==> config.mk <==
export PLATFORM = sky130hd
export DESIGN_NAME = loop_counter_flat
export DESIGN_NICKNAME = d
export VERILOG_FILES = /design/src/rtl/loop_counter_if.sv /design/src/rtl/loop_counter.sv /design/src/flat_wrapper.sv
export SDC_FILE = /design/constraint.sdc
export NUM_CORES = 1
export LEC_CHECK = 0
export ABC_AREA = 1
export BUFFER_PORTS_ARGS = -buffer_cell sky130_fd_sc_hd__buf_2
export CAP_MARGIN = 10
export CORE_MARGIN = 3
export CORE_UTILIZATION = 50
export CTS_CLUSTER_DIAMETER = 40
export DETAILED_ROUTE_END_ITERATION = 7
export PLACE_DENSITY = 0.75
export SYNTH_ARGS = -nofsm -noshare
export SYNTH_HDL_FRONTEND = slang
export SYNTH_SLANG_ARGS = --single-unit
==> constraint.sdc <==
create_clock -name clk -period 1.61 [get_ports clk]
set_clock_uncertainty 0.05 [all_clocks]
set_input_delay 0 -clock clk [delete_from_list [all_inputs] [get_ports clk]]
set_output_delay 0 -clock clk [all_outputs]
set_load 0.02 [all_outputs]
==> src/rtl/loop_counter_if.sv <==
// Control/status bundle for loop_counter: run parameters in, counter state and pulses out.
interface loop_counter_if #(
    parameter int WIDTH  = 4,
    parameter int ITER_W = 8,
    parameter int PER_W  = 8
);
    logic              start;
    logic              stop;
    logic [WIDTH-1:0]  init;
    logic [WIDTH-1:0]  step;
    logic              dir;
    logic              sat_mode;
    logic [ITER_W-1:0] iter;
    logic [PER_W-1:0]  period;

    logic [WIDTH-1:0]  count;
    logic [ITER_W-1:0] iter_cnt;
    logic              busy;
    logic              tick;
    logic              done;
    logic              sat;

    modport master (
        output start, stop, init, step, dir, sat_mode, iter, period,
        input  count, iter_cnt, busy, tick, done, sat
    );

    modport slave (
        input  start, stop, init, step, dir, sat_mode, iter, period,
        output count, iter_cnt, busy, tick, done, sat
    );
endinterface

==> src/rtl/loop_counter.sv <==
// Programmable loop/step counter: loads init on start, then applies a signed step
// every PERIOD clocks for N iterations with wrap or saturate arithmetic.
module loop_counter #(
    parameter int WIDTH  = 4,
    parameter int ITER_W = 8,
    parameter int PER_W  = 8
) (
    input  logic            clk,
    input  logic            rst,
    loop_counter_if.slave   bus
);

    typedef enum logic {
        ST_IDLE = 1'b0,
        ST_RUN  = 1'b1
    } state_t;

    state_t            state_q, state_d;
    logic [WIDTH-1:0]  count_q, count_d;
    logic [WIDTH-1:0]  step_q, step_d;
    logic              dir_q, dir_d;
    logic              sat_mode_q, sat_mode_d;
    logic [ITER_W-1:0] iter_cnt_q, iter_cnt_d;
    logic [ITER_W-1:0] iter_n_q, iter_n_d;
    logic [PER_W-1:0]  pcnt_q, pcnt_d;
    logic [PER_W-1:0]  reload_q, reload_d;
    logic              tick_q, tick_d;
    logic              done_q, done_d;
    logic              sat_q, sat_d;

    logic              accept;
    logic              update;
    logic              last_update;
    logic [PER_W-1:0]  period_m1;
    logic [WIDTH:0]    sum_ext;
    logic [WIDTH:0]    diff_ext;
    logic [WIDTH-1:0]  next_val;
    logic              clamp;

    assign accept      = (state_q == ST_IDLE) && bus.start && !bus.stop;
    assign update      = (state_q == ST_RUN) && !bus.stop && (pcnt_q == '0);
    assign last_update = update && ((iter_cnt_q + ITER_W'(1)) == iter_n_q);
    // A zero period behaves as one: reload value clamps at zero.
    assign period_m1   = (bus.period == '0) ? '0 : bus.period - PER_W'(1);

    // Step arithmetic in WIDTH+1 bits so the carry/borrow flags the clamp.
    always_comb begin
        sum_ext  = {1'b0, count_q} + {1'b0, step_q};
        diff_ext = {1'b0, count_q} - {1'b0, step_q};
        if (!dir_q) begin
            clamp    = sat_mode_q && sum_ext[WIDTH];
            next_val = clamp ? '1 : sum_ext[WIDTH-1:0];
        end else begin
            clamp    = sat_mode_q && diff_ext[WIDTH];
            next_val = clamp ? '0 : diff_ext[WIDTH-1:0];
        end
    end

    // State register and datapath flops.
    always_ff @(posedge clk or posedge rst) begin
        if (rst) begin
            state_q    <= ST_IDLE;
            count_q    <= '0;
            step_q     <= '0;
            dir_q      <= 1'b0;
            sat_mode_q <= 1'b0;
            iter_cnt_q <= '0;
            iter_n_q   <= '0;
            pcnt_q     <= '0;
            reload_q   <= '0;
            tick_q     <= 1'b0;
            done_q     <= 1'b0;
            sat_q      <= 1'b0;
        end else begin
            state_q    <= state_d;
            count_q    <= count_d;
            step_q     <= step_d;
            dir_q      <= dir_d;
            sat_mode_q <= sat_mode_d;
            iter_cnt_q <= iter_cnt_d;
            iter_n_q   <= iter_n_d;
            pcnt_q     <= pcnt_d;
            reload_q   <= reload_d;
            tick_q     <= tick_d;
            done_q     <= done_d;
            sat_q      <= sat_d;
        end
    end

    // Next-state logic.
    always_comb begin
        state_d = state_q;
        case (state_q)
            ST_IDLE: begin
                if (accept && (bus.iter != '0)) begin
                    state_d = ST_RUN;
                end
            end
            ST_RUN: begin
                if (bus.stop || last_update) begin
                    state_d = ST_IDLE;
                end
            end
            default: state_d = ST_IDLE;
        endcase
    end

    // Datapath next values and registered pulses.
    always_comb begin
        count_d    = count_q;
        step_d     = step_q;
        dir_d      = dir_q;
        sat_mode_d = sat_mode_q;
        iter_cnt_d = iter_cnt_q;
        iter_n_d   = iter_n_q;
        pcnt_d     = pcnt_q;
        reload_d   = reload_q;
        sat_d      = sat_q;
        tick_d     = 1'b0;
        done_d     = 1'b0;

        if (accept) begin
            count_d    = bus.init;
            step_d     = bus.step;
            dir_d      = bus.dir;
            sat_mode_d = bus.sat_mode;
            iter_n_d   = bus.iter;
            reload_d   = period_m1;
            pcnt_d     = period_m1;
            iter_cnt_d = '0;
            sat_d      = 1'b0;
            // An empty run completes immediately without entering RUN.
            done_d     = (bus.iter == '0);
        end else if ((state_q == ST_RUN) && !bus.stop) begin
            if (update) begin
                count_d    = next_val;
                iter_cnt_d = iter_cnt_q + ITER_W'(1);
                sat_d      = sat_q | clamp;
                pcnt_d     = reload_q;
                tick_d     = 1'b1;
                done_d     = last_update;
            end else begin
                pcnt_d = pcnt_q - PER_W'(1);
            end
        end
    end

    // Outputs come straight from flops.
    always_comb begin
        bus.count    = count_q;
        bus.iter_cnt = iter_cnt_q;
        bus.busy     = (state_q == ST_RUN);
        bus.tick     = tick_q;
        bus.done     = done_q;
        bus.sat      = sat_q;
    end

endmodule

==> src/flat_wrapper.sv <==
// flat-port wrapper written by rule: the top's interface ports become plain ports
module loop_counter_flat 
#(
    parameter int WIDTH  = 4,
    parameter int ITER_W = 8,
    parameter int PER_W  = 8
)
  (clk, rst, bus_start, bus_stop, bus_init, bus_step, bus_dir, bus_sat_mode, bus_iter, bus_period, bus_count, bus_iter_cnt, bus_busy, bus_tick, bus_done, bus_sat);
  loop_counter_if #(.WIDTH(WIDTH), .ITER_W(ITER_W), .PER_W(PER_W)) bus_i ();
  input  logic clk;
  input  logic rst;
  input wire logic [$bits(bus_i.start)-1:0] bus_start;
  input wire logic [$bits(bus_i.stop)-1:0] bus_stop;
  input wire logic [$bits(bus_i.init)-1:0] bus_init;
  input wire logic [$bits(bus_i.step)-1:0] bus_step;
  input wire logic [$bits(bus_i.dir)-1:0] bus_dir;
  input wire logic [$bits(bus_i.sat_mode)-1:0] bus_sat_mode;
  input wire logic [$bits(bus_i.iter)-1:0] bus_iter;
  input wire logic [$bits(bus_i.period)-1:0] bus_period;
  output wire logic [$bits(bus_i.count)-1:0] bus_count;
  output wire logic [$bits(bus_i.iter_cnt)-1:0] bus_iter_cnt;
  output wire logic [$bits(bus_i.busy)-1:0] bus_busy;
  output wire logic [$bits(bus_i.tick)-1:0] bus_tick;
  output wire logic [$bits(bus_i.done)-1:0] bus_done;
  output wire logic [$bits(bus_i.sat)-1:0] bus_sat;
  assign bus_i.start = bus_start;
  assign bus_i.stop = bus_stop;
  assign bus_i.init = bus_init;
  assign bus_i.step = bus_step;
  assign bus_i.dir = bus_dir;
  assign bus_i.sat_mode = bus_sat_mode;
  assign bus_i.iter = bus_iter;
  assign bus_i.period = bus_period;
  assign bus_count = bus_i.count;
  assign bus_iter_cnt = bus_i.iter_cnt;
  assign bus_busy = bus_i.busy;
  assign bus_tick = bus_i.tick;
  assign bus_done = bus_i.done;
  assign bus_sat = bus_i.sat;
  loop_counter #(.WIDTH(WIDTH), .ITER_W(ITER_W), .PER_W(PER_W)) u_core (.clk(clk), .rst(rst), .bus(bus_i));
endmodule
==> results.ini <==
[clock_network]
clk_pin_slew_ns = 0.09
numCtsBuffers = 5
cts-root-buf = clkbuf_8
htreeDepth = 2
clock_latency_ns = 0.31
cts_buffer_depth = 2
clock_sinks = 46
cts_tree = built

[grt]
first_global_vias = 2698
grt.overflow.total = 0
grt_pass1_wl_um = 12300
grt_start_max_net_pins = 25
grt_usage_pct = 24.0
antenna_found_initial = 0

[pwr]
clkPwrFrac_pct = 15.2
ir_drop_v = 0.000668
seq_power_share_pct = 35.4
power_density_mw_per_mm2 = 1140
p_switching_mw = 1.86
switching_share_pct = 40.4
comb_power_share_pct = 49.4
p_leak_nw = 2.03
p_int_mw = 2.75

[setup_path]
end_kind = flip-flop
crit_fanout = 3
cp.required_ns = 1.81
startpoint_type = flip-flop
critPathKind = reg2reg
crit_arrival_ns = 1.99

[finish]
diodes = 0
instances_no_fill = 562
syn_to_final_growth_pct = 40.0
final_cell_area_mm2 = 0.00405
nNetsFinal = 534
drive_gt1_share_pct = 32.9
final_util_pct = 73.1
mostFrequentLayoutCells = nand2_1 (91), inv_1 (53), buf_2 (45)
final_common_cell = nand2_1

[job]
max_cap_violations = 0

[sta]
slew_headroom_pct = 62.2
final.setup.tns_ns = -0.901
fin_crit_ns = 1.79
tightest_slew_ns = 0.566
maxSlewViolCount = 0
timing.final.ws_setup_ns = -0.176
hold_violations = 0
fmax_ghz = 0.560
grt_setup_unrepaired = true
setup_viol = 12
post-route-period-util_pct = 111

[drt]
via_per_inst = 5.13
dr.first_iter.drc_count = 230
drtPass1Iterations = 4
drc_errors = 0
drt-total-wl_um = 7870
vias = 2884
routedWlPerCell_um = 14.0
ant_nets = 0

[hold_path]
hp-class = in2reg

[floorplan]
die-area_mm2 = 0.00673
num_rows = 27
pin_count = 46
dieHeight_um = 82.0
dieWidth_um = 82.0
coreArea_mm2 = 0.00554
initial_core_util_pct = 52.2

[synth]
synth_top_family_by_area = simple AND/OR/NAND/NOR gates
synth_compound_area_share_pct = 12.3
postSynthCellCount = 387
yosysUniqueCellTypes = 32
syn_avg_cell_area_um2 = 7.47
seq_area_frac_synth_pct = 39.8
muxShareOfSynthArea_pct = 0
ys_seq_elements = 46
synth_fp_nets = 432
yosys.area_share.adder_pct = 7.01
synthSimpleGateAreaFrac_pct = 26.3
synth_warnings = 0
synth-xor-area-share_pct = 3.33
syn_area_mm2 = 0.00289

[place]
dp.cells = 523
port_buffers = 45
placed_area_mm2 = 0.00341
hpwlAfterDp_um = 5370
place_congestion = 0.854

[run_status]
run_status = finished with violations
violations = setup timing

cell type report:
class | count | area, um2
clock buffer | 8 | 80.1
fill | 387 | 1490
inverter | 70 | 273
multi-input combinational | 261 | 1640
sequential | 46 | 1160
tap | 72 | 90.1
timing repair buffer | 105 | 806
metrics by stage:
stage               hold WS [ns]  setup WS, ns  power [mW]
floorplan                 0.0596       -0.0775        2.77
global placement          0.0275        -0.105        3.32
detailed placement        0.0335        -0.163        3.37
CTS                      0.00371        -0.154        4.34
global route              0.0485        -0.299        4.93
finish                   0.00165        -0.176        4.61
kinds of logic (layout without fill, tap and decap cells):
kind of cell | Yosys count | after routing
xor+xnor | 11 | 11
compound gates | 62 | 62
simple gates | 173 | 173
fa+ha+maj | 15 | 15
flops | 46 | 46
buf+inv | 80 | 183
critical path, cell delays in order (launching register included):
cell and delay (ns):
dfrtp_2 0.42, ha_4 0.15, inv_4 0.03, fa_2 0.33, nor2_2 0.11, nor2_1 0.05, nor2_1 0.08, o211ai_1 0.11
buf_4 0.17, o21ai_2 0.06, nand2_1 0.09, nand2_1 0.08
final timing paths:
check,startpoint,end,slack (ns),depth (start not counted)
min,bus_period[2],u_core.reload_q[2],0.002,4
max in group asynchronous,rst,u_core.step_q[3],0.75,4
min reg2reg,u_core.iter_n_q[0],u_core.iter_n_q[0],0.46,2
min in group asynchronous,rst,u_core.bus.iter_cnt[1],0.23,3
max reg2reg,u_core.bus.count[0],u_core.bus.sat,-0.18,11
max,u_core.bus.count[0],u_core.bus.sat,-0.18,11
synthesized netlist by cell type:
cell type   n  share of area (%)
nand2_1    95                 12
inv_1      62                8.0
dfrtp_1    46                 40
o21ai_0    28                4.8
nor2_1     26                3.4
nand3_1    25                4.3
ha_1       13                5.6
o22ai_1    11                2.4
xor2_1     10                3.0
a21oi_1     8                1.4
inv_2       8                1.0
o21ai_1     7                1.2
nand2_2     6                1.3
nand4_1     6                1.3
nor3_1      5               0.87
buf_2       4               0.69
nor2_2      4               0.87
clkbuf_1    3               0.39
buf_6       2               0.78
fa_1        2                1.4
nand3_2     2               0.69
nor2_4      2               0.78
o211ai_1    2               0.52
o221ai_1    2               0.61
a21oi_2     1               0.30
a22o_1      1               0.30
a2bb2oi_2   1               0.52
buf_4       1               0.26
nand3b_1    1               0.26
nor4_1      1               0.22
o31ai_1     1               0.26
xnor2_1     1               0.30
timing repair:
action | in CTS | in global routing
hold buffers | 22 | 0
endpoints found under the hold margin | 43 | 0
setup endpoints to repair | 12 | 24
cloned | 1 | 0
resized for setup | 37 | 33
setup buffers | 5 | 5
pin swaps | 14 | 12
power groups by stage:
stage | clock network [mW] | registers (mW) | logic (mW)
2_1_floorplan | 0 | 1.66 | 1.11
3_3_place_gp | 0 | 1.60 | 1.72
3_5_place_dp | 0 | 1.61 | 1.76
4_1_cts | 0.709 | 1.61 | 2.01
5_1_grt | 0.771 | 1.65 | 2.51
6_report | 0.702 | 1.63 | 2.28
state kept, by name (all words and copies together), names as in the netlist:
signal	cells
u_core.bus.iter_cnt	8
u_core.iter_n_q	8
u_core.pcnt_q	8
u_core.reload_q	8
u_core.bus.count	4
u_core.step_q	4
u_core.bus.busy	1
u_core.bus.done	1
u_core.bus.sat	1
u_core.bus.tick	1
u_core.dir_q	1
u_core.sat_mode_q	1
routing by layer:
metal,up-vias,part of all wire [%],track usage (%)
met3,17,4.8,4.50
met5,-,0,0
li1,1443,-,-
met4,0,2.3,8.64
met1,1335,42,30.5
met2,89,51,40.5
Power figures use the tool's default switching activity.
